$ cat config.mk
export PLATFORM = sky130hd
export DESIGN_NAME = rpm_seq_multiplier
export DESIGN_NICKNAME = d
export VERILOG_FILES = /design/src/rtl/rpm_seq_multiplier.sv
export SDC_FILE = /design/constraint.sdc
export NUM_CORES = 1
export LEC_CHECK = 0
export BUFFER_PORTS_ARGS = -buffer_cell sky130_fd_sc_hd__buf_2
export CAP_MARGIN = 0
export CORE_ASPECT_RATIO = 2
export CORE_UTILIZATION = 55
export DETAILED_ROUTE_END_ITERATION = 10
export GPL_TIMING_DRIVEN = 0
export PLACE_DENSITY = 0.86
export SLEW_MARGIN = 25
export SYNTH_ARGS = -nofsm -noshare
export SYNTH_HDL_FRONTEND = slang
export SYNTH_SLANG_ARGS = --single-unit
$ cat constraint.sdc
create_clock -name clk -period 10.2 [get_ports clk]
set_input_delay 2.04 -clock clk [delete_from_list [all_inputs] [get_ports clk]]
set_output_delay 2.04 -clock clk [all_outputs]
set_load 0.05 [all_outputs]
$ cat src/rtl/rpm_seq_multiplier.sv
// rpm_seq_multiplier
//   Iterative Russian-peasant (shift-and-add) multiplier. Each RUN cycle
//   looks at the LSB of the halving multiplier x. When that bit is set, the
//   doubling multiplicand y is added into the accumulator. Iteration stops
//   as soon as no set bits remain in x, so N = max(1, bit length of |a|).
//   Signed mode works on magnitudes and applies the sign to the final
//   product.
//
// Ports
//   clk      rising-edge clock
//   rst_n    asynchronous active-low reset
//   start    operation request, sampled only in IDLE
//   sgn      1 = two's-complement operands, sampled with start
//   a        multiplier (halved each iteration), sampled with start
//   b        multiplicand (doubled each iteration), sampled with start
//   busy     high in RUN and DONE
//   done     one-cycle pulse, product valid
//   product  2*WIDTH-bit result, held until the next completion
module rpm_seq_multiplier #(
   parameter int WIDTH = 32
) (
   input  logic               clk,
   input  logic               rst_n,
   input  logic               start,
   input  logic               sgn,
   input  logic [WIDTH-1:0]   a,
   input  logic [WIDTH-1:0]   b,
   output logic               busy,
   output logic               done,
   output logic [2*WIDTH-1:0] product
);

   typedef enum logic [1:0] {
      S_IDLE = 2'd0,
      S_RUN  = 2'd1,
      S_DONE = 2'd2
   } state_t;

   state_t state, state_nxt;

   logic [WIDTH-1:0]   x;
   logic [2*WIDTH-1:0] y;
   logic [2*WIDTH-1:0] acc;
   logic               neg;

   logic [2*WIDTH-1:0] addend;
   logic [2*WIDTH-1:0] sum;
   logic               last;

   // Magnitude in WIDTH unsigned bits. The most negative value maps onto
   // 2^(WIDTH-1), which still fits because the result is unsigned.
   function automatic logic [WIDTH-1:0] magnitude(input logic [WIDTH-1:0] v,
                                                  input logic             s);
      logic signed [WIDTH-1:0] sv;
      sv = v;
      if (s && sv < 0)
         magnitude = -sv;
      else
         magnitude = v;
   endfunction

   // Applies the latched sign to the unsigned magnitude product.
   function automatic logic [2*WIDTH-1:0] apply_sign(input logic [2*WIDTH-1:0] m,
                                                     input logic               n);
      logic signed [2*WIDTH-1:0] sm;
      sm = m;
      apply_sign = n ? -sm : sm;
   endfunction

   assign addend = x[0] ? y : '0;
   assign sum    = acc + addend;
   // The final iteration is the one that leaves no set bits in x.
   assign last   = ((x >> 1) == '0);

   // State register
   always_ff @(posedge clk or negedge rst_n) begin
      if (!rst_n)
         state <= S_IDLE;
      else
         state <= state_nxt;
   end

   // Next-state logic
   always_comb begin
      state_nxt = state;
      case (state)
         S_IDLE:  if (start) state_nxt = S_RUN;
         S_RUN:   if (last)  state_nxt = S_DONE;
         S_DONE:  state_nxt = S_IDLE;
         default: state_nxt = S_IDLE;
      endcase
   end

   // Outputs decode from the state register only, so done is never
   // combinational from the inputs.
   always_comb begin
      busy = 1'b0;
      done = 1'b0;
      case (state)
         S_RUN:   busy = 1'b1;
         S_DONE:  begin busy = 1'b1; done = 1'b1; end
         default: ;
      endcase
   end

   // Datapath
   always_ff @(posedge clk or negedge rst_n) begin
      if (!rst_n) begin
         x       <= '0;
         y       <= '0;
         acc     <= '0;
         neg     <= 1'b0;
         product <= '0;
      end else begin
         case (state)
            S_IDLE: if (start) begin
               x   <= magnitude(a, sgn);
               y   <= {{WIDTH{1'b0}}, magnitude(b, sgn)};
               acc <= '0;
               neg <= sgn & (a[WIDTH-1] ^ b[WIDTH-1]);
            end
            S_RUN: begin
               acc <= sum;
               x   <= x >> 1;
               y   <= y << 1;
               if (last)
                  product <= apply_sign(sum, neg);
            end
            default: ;
         endcase
      end
   end

endmodule

* Word-level counts from Yosys, hierarchy flattened
Cells that the tools add are included.
** Storage, ports and cells
- Input port bits :: 68
- Bits in registers :: 227
- Output and inout port bits :: 66
- Logic and storage cells :: 43
** Operators by class
- Mux-type cells :: 15
- Bitwise operators :: 2
- Add/sub/neg operators :: 4
- Equal/unequal tests :: 4
- Reduce and logical (&&, ||, !) cells :: 10
- Order comparisons :: 2
** Operators by type and width (count)
- $mux 64 :: 4
- $pmux 64 s2 :: 2
- $mux 32 :: 3
- $add 64x64->64 :: 1
- $lt 32x1->1 const B :: 2
- $neg 32->32 :: 2
- $neg 64->64 :: 1
- $pmux 32 s2 :: 1
- $logic_not 32->1 :: 1
- $reduce_and 2->1 :: 4
- $mux 2 :: 2
- $ne 2x2->1 const B :: 2
- $pmux 2 s2 :: 1
- $eq 2x1->1 const B :: 1
- $eq 2x2->1 const B :: 1
- $logic_and 1x1->1 :: 2
- $logic_not 2->1 :: 1
- $mux 1 :: 2
- $reduce_bool 2->1 :: 1
- $reduce_or 2->1 :: 1
- $and 1x1->1 :: 1
- $xor 1x1->1 :: 1

* Logic depth before layout (Yosys ltp)
- Depth after elaboration :: 5
- Depth in mapped cells :: 20
- Mapped depth without buffers :: 16

* Worst setup path before layout
Ideal clock, no wire load.
- Path kind :: flip-flop to flip-flop
- Start :: register x[0]
- End :: register product[58]
- Library setup time :: 134 ps
- Buffers on the path :: 2
- Data required time :: 10066 ps
- Arrival time :: 4409 ps
- Period minus slack after synthesis :: 4543 ps
- Slack :: 5657 ps
- Stages on the path, launching flop included :: 19
- Cell sequence :: dfrtp_1 > clkbuf_1 > clkbuf_1 > and2_1 > ha_1 > inv_1 > fa_1 > nor2b_1 > o2111ai_2 > a31o_2 > a21boi_1 > o31ai_1 > a2111o_1 > or4_4 > nor3_4 > nand4_2 > o31ai_1 > xor2_1 > o21ai_0
** On the way
- Word-level cells in the longest chain between the ends :: 4
** RTL lines
- start, declared :: RTL line 41 : logic [WIDTH-1:0] x;
- start signal, assigned :: RTL line 117 : x <= magnitude(a, sgn);
- start signal, assigned :: RTL line 124 : x <= x >> 1;
- $mux 64 * :: RTL line 70 : assign addend = x[0] ? y : '0;
- $add 64x64->64 * :: RTL line 71 : assign sum = acc + addend;
- $neg 64->64 :: RTL line 67 : apply_sign = n ? -sm : sm;
- $mux 64 * :: RTL line 67
- end signal, assigned :: RTL line 127 : product <= apply_sign(sum, neg);
- end, declared :: RTL line 30 : output logic [2*WIDTH-1:0] product
Every way passes the cells marked *; elsewhere a longest branch is shown, timed or not.
A chain may end at the register's enable or synchronous reset.

* Final worst setup path
- Start :: register x[0]
- End :: register product[63]
Same word-level chain as after synthesis.

==> summary.md <==
| Metric | Value |
|---|---|
| Synth-to-layout area growth | 11.94% |
| Worst Path Required | roughly 11,000 ps |
| Number of synthesized register bits | roughly 230 |
| Worst Tran Pin Value | 1176 ps |
| Delay-heaviest family, CP | compound AO/OA/AOI/OAI gates |
| H-tree levels | 1 |
| Worst Path Max Fanout | 10 |
| Synth cell count leaders | nand2_1 (267), o21ai_0 (229), dfrtp_1 (227) |
| Detailed Place HPWL | 50,460 um |
| Dpl cell area | 17,980 um2 |
| Crit path arrival time | between 8000 and 9000 ps |
| Post-Syn Nets | roughly 2,200 |
| Cell with the most instances after synthesis | nand2_1 |
| Post-synthesis cell type count | 96 |
| Worst-path clk slew | 70 ps |
| GRT met1 Usage | 37.88% |
| Die width | about 130 um |
| Setup violators final | 0 |
| Failing checks | DRC |
| Net count reported at finish | 2,353 |
| Ys flop type | dfrtp_1 |
| Wirelength, routed | 63,210 um |
| Largest net degree at the start of global routing | 93 |
| Number of violations of the max-capacitance limit | 0 |
| Max_slew headroom | about 22% |
| P per Cell Area | between 200 and 250 nW/um2 |
| Io pins | ~130 |
| Flop pwr share | 28.2% |
| Vias in the first global route | between 15,000 and 20,000 |
| Post-synthesis async set-or-reset flop share | 100.0% |
| Yosys top cell by area | dfrtp_1 |
| Share of cells above drive strength 1 | between 10% and 20% |
| Worst clock skew | 16.19 ps |
| Antenna Nets Post-Route | 0 |
| Min-Delay Path Class | reg2reg |
| GP Congestion | slightly above 1 |
| Num rows | 90 |
| Die span in y | approximately 250 um |
| Starting Density | 55.76% |
| Clk sink count | 227 |
| Worst setup SP type | flop |
| EDFF count, synth | 0 |
| WL/cell | between 20 and 25 um |
| First-pass GRT wire length | 95,760 um |
| Via density | about 6.5 |
| Met3 Use GR | 5.369% |
| Total net switching power | 2.135 mW |
| CTS Buf Count | 22 |
| RSZ-0062 raised after global routing | no |
| Max VDD drop | ~0.16 mV |
| Core ar. | roughly 30,000 um2 |
| Die area | 31,220 um2 |
| PostCTS Resize Cnt | 0 |
| Tcrit/Tclk final | between 70% and 80% |
| Clock share of power | between 20% and 30% |
| Setup TNS | 0 ps |
| Outcome | finished with violations |
| Non-filler cells, final | 2,600 |
| Met2 GRT Util | roughly 73% |
| WP buf/inv | 3 |
| I/O Buffers | between 100 and 150 |
| Synthesized area | 16,760 um2 |
| Yosys warning count | 0 |
| CTS tree | done |
| Kind of critical path | reg2reg |
| Min Tclk post-route | 7788 ps |
| # DRC | 4 |
| Internal power | between 2 and 2.5 mW |
| Root Buffer | clkbuf_16 |
| Gr ovfl total | 0 |
| Tot GR Track Use | approximately two fifths |
| Crit-path cells | clkbuf_1, clkbuf_1, and2_1, ha_1, buf_2, a21oi_1, o211ai_1, a21boi_1, a21oi_1, nor3_2, xnor2_1, a2111oi_1, nor4b_2, nand4_4, o41ai_2, xor2_1, o21ai_1 |
| Most Crowded Layer GR | met2 |
| Slew Limit Fails | 0 |
| Detailed Route Iter0 Violations | ~1,300 |
| Syn_area_per_cell | between 8 and 9 um2 |
| Clk_lat worst skew | 550 ps |
| Crit end category | flop |
| Setup bufs post-CTS | 0 |
| Combinational fraction of design power | approximately 52% |
| Maximum clock frequency | about 130 MHz |
| Vias | between 15,000 and 20,000 |
| Initial antenna violation count | 4 |
| Router iterations before antenna repair | 11 |
| Largest cells by area after synthesis | dfrtp_1 (34%), o21ai_0 (6.8%), nand2_1 (6.0%) |
| Maximum clock path buffer count | 3 |
| Post-Synthesis Cells | ~2,100 |
| Slowest cell on crit path | nor4b_2 |
| Placed Cells | ~2,600 |
| Share of the synthesized area in the top cell type | about a third |
| Switching share of power | between 40 and 50% |
| Pleak | approximately 8.2 nW |
| Finished layout cell area | around 19,000 um2 |
| Final number of hold-violating endpoints | 0 |
| Post-synthesis sequential area ratio | between 30% and 40% |
| # hold bufs at CTS | 0 |
| Max incr delay on CP | roughly 800 ps |
## sequential cells by signal, indices dropped and copies added (netlist names)
name     count
acc         64
neg          1
state        2
y           64
x           32
product     64
## routing by layer
metal,share of wire [%],wire [um]
met1,32,20220
met3,5.0,3162
met5,0.036,23
met2,51,32540
met4,11,7269
## power groups by stage
stage / Sequential, mW / Clock (mW) / Combinational, mW
2_1_floorplan: 1.21 / 0 / 1.54
3_3_place_gp: 1.26 / 0 / 2.17
3_5_place_dp: 1.27 / 0 / 2.24
4_1_cts: 1.25 / 0.904 / 2.25
5_1_grt: 1.28 / 0.932 / 2.50
6_report: 1.26 / 0.900 / 2.32
## path summary, 6_finish.rpt
check                                        startpoint                       to  slack, ps  depth (start not counted)
worst max-delay path                   x[0]$_DFFE_PN0P_  product[63]$_DFFE_PN0P_       2410                         17
worst min-delay path            product[24]$_DFFE_PN0P_  product[24]$_DFFE_PN0P_        470                          2
worst max register to register         x[0]$_DFFE_PN0P_  product[63]$_DFFE_PN0P_       2410                         17
worst min register to register  product[24]$_DFFE_PN0P_  product[24]$_DFFE_PN0P_        470                          2
max in group asynchronous                         rst_n        x[11]$_DFFE_PN0P_       7970                          2
min in group asynchronous                         rst_n  product[58]$_DFFE_PN0P_       1400                          1
## stage by stage
stage	total power [mW]	util, %	worst slack, ps	hold WS [ps]
2_1_floorplan	2.749	-	5657	456.3
3_5_place_dp	3.508	59.80	2841	465.7
5_1_grt	4.709	62.41	2366	508.8
3_3_place_gp	3.431	59.50	2910	457.8
4_1_cts	4.411	62.39	2786	480.7
6_report	4.476	62.41	2412	473.3
## area by class of cell
| cell class | instances | area [um2] |
|---|---|---|
| Timing Repair Buffer | 136 | 742.0 |
| Clock inverter | 8 | 123.9 |
| Buffer | 125 | 498.0 |
| Inverter | 26 | 97.59 |
| Tap cell | 368 | 460.4 |
| Fill cell | 2702 | 11300 |
| Clock buffer | 31 | 655.6 |
| Antenna cell | 2 | 5.005 |
| Sequential cell | 227 | 5680 |
| Multi-Input combinational cell | 1677 | 10500 |
## layout by cell type, fill, tap and decap left out, types with 6 or more instances in the layout
cell       instances
o211ai_1          15
nor2_1           147
a311oi_1           8
clkbuf_1         103
nor3_1            34
or3_1             22
a211oi_1          11
nor4_1            31
xnor2_1           62
o21a_1            17
a22o_1            78
nand3_1           27
or2_2              7
or4_1             13
a21oi_1          183
dfrtp_1          227
nor3b_1            6
a31oi_1            9
nand2_1          267
nor2b_1           14
ha_1              69
a21o_1            17
o31ai_1           36
buf_2            149
o41ai_1            9
a21boi_0           8
o21ai_1           15
o21bai_1           9
and2_1            77
and3_1            10
buf_1              7
nand4_1           34
o21ai_0          229
clkbuf_16         23
inv_1             26
xor2_1            89
nand2b_1          11
## kinds of logic (layout without fill, tap and decap cells)
kind of cell / count (synthesis) / after routing / synth area share [%]
and+or+nand+nor: 730 / 730 / 21.38
xor gates and xnor gates: 151 / 151 / 7.889
AOI/OAI and AO/OA: 718 / 718 / 27.52
buffers and inverters: 151 / 326 / 3.553
adders and majority gates: 70 / 70 / 5.269
DFF: 227 / 227 / 33.89
other: 0 / 2 / 0
muxes: 8 / 8 / 0.5001
## worst register-to-register path, cell delays in order, from the launching register on
cell and delay (ps):
dfrtp_1 510, clkbuf_1 760, clkbuf_1 610, and2_1 250, ha_1 230, buf_2 170, a21oi_1 320, o211ai_1 140
a21boi_1 340, a21oi_1 250, nor3_2 700, xnor2_1 320, a2111oi_1 590, nor4b_2 820, nand4_4 390, o41ai_2 450
xor2_1 650, o21ai_1 120
Power figures use the tool's default switching activity.
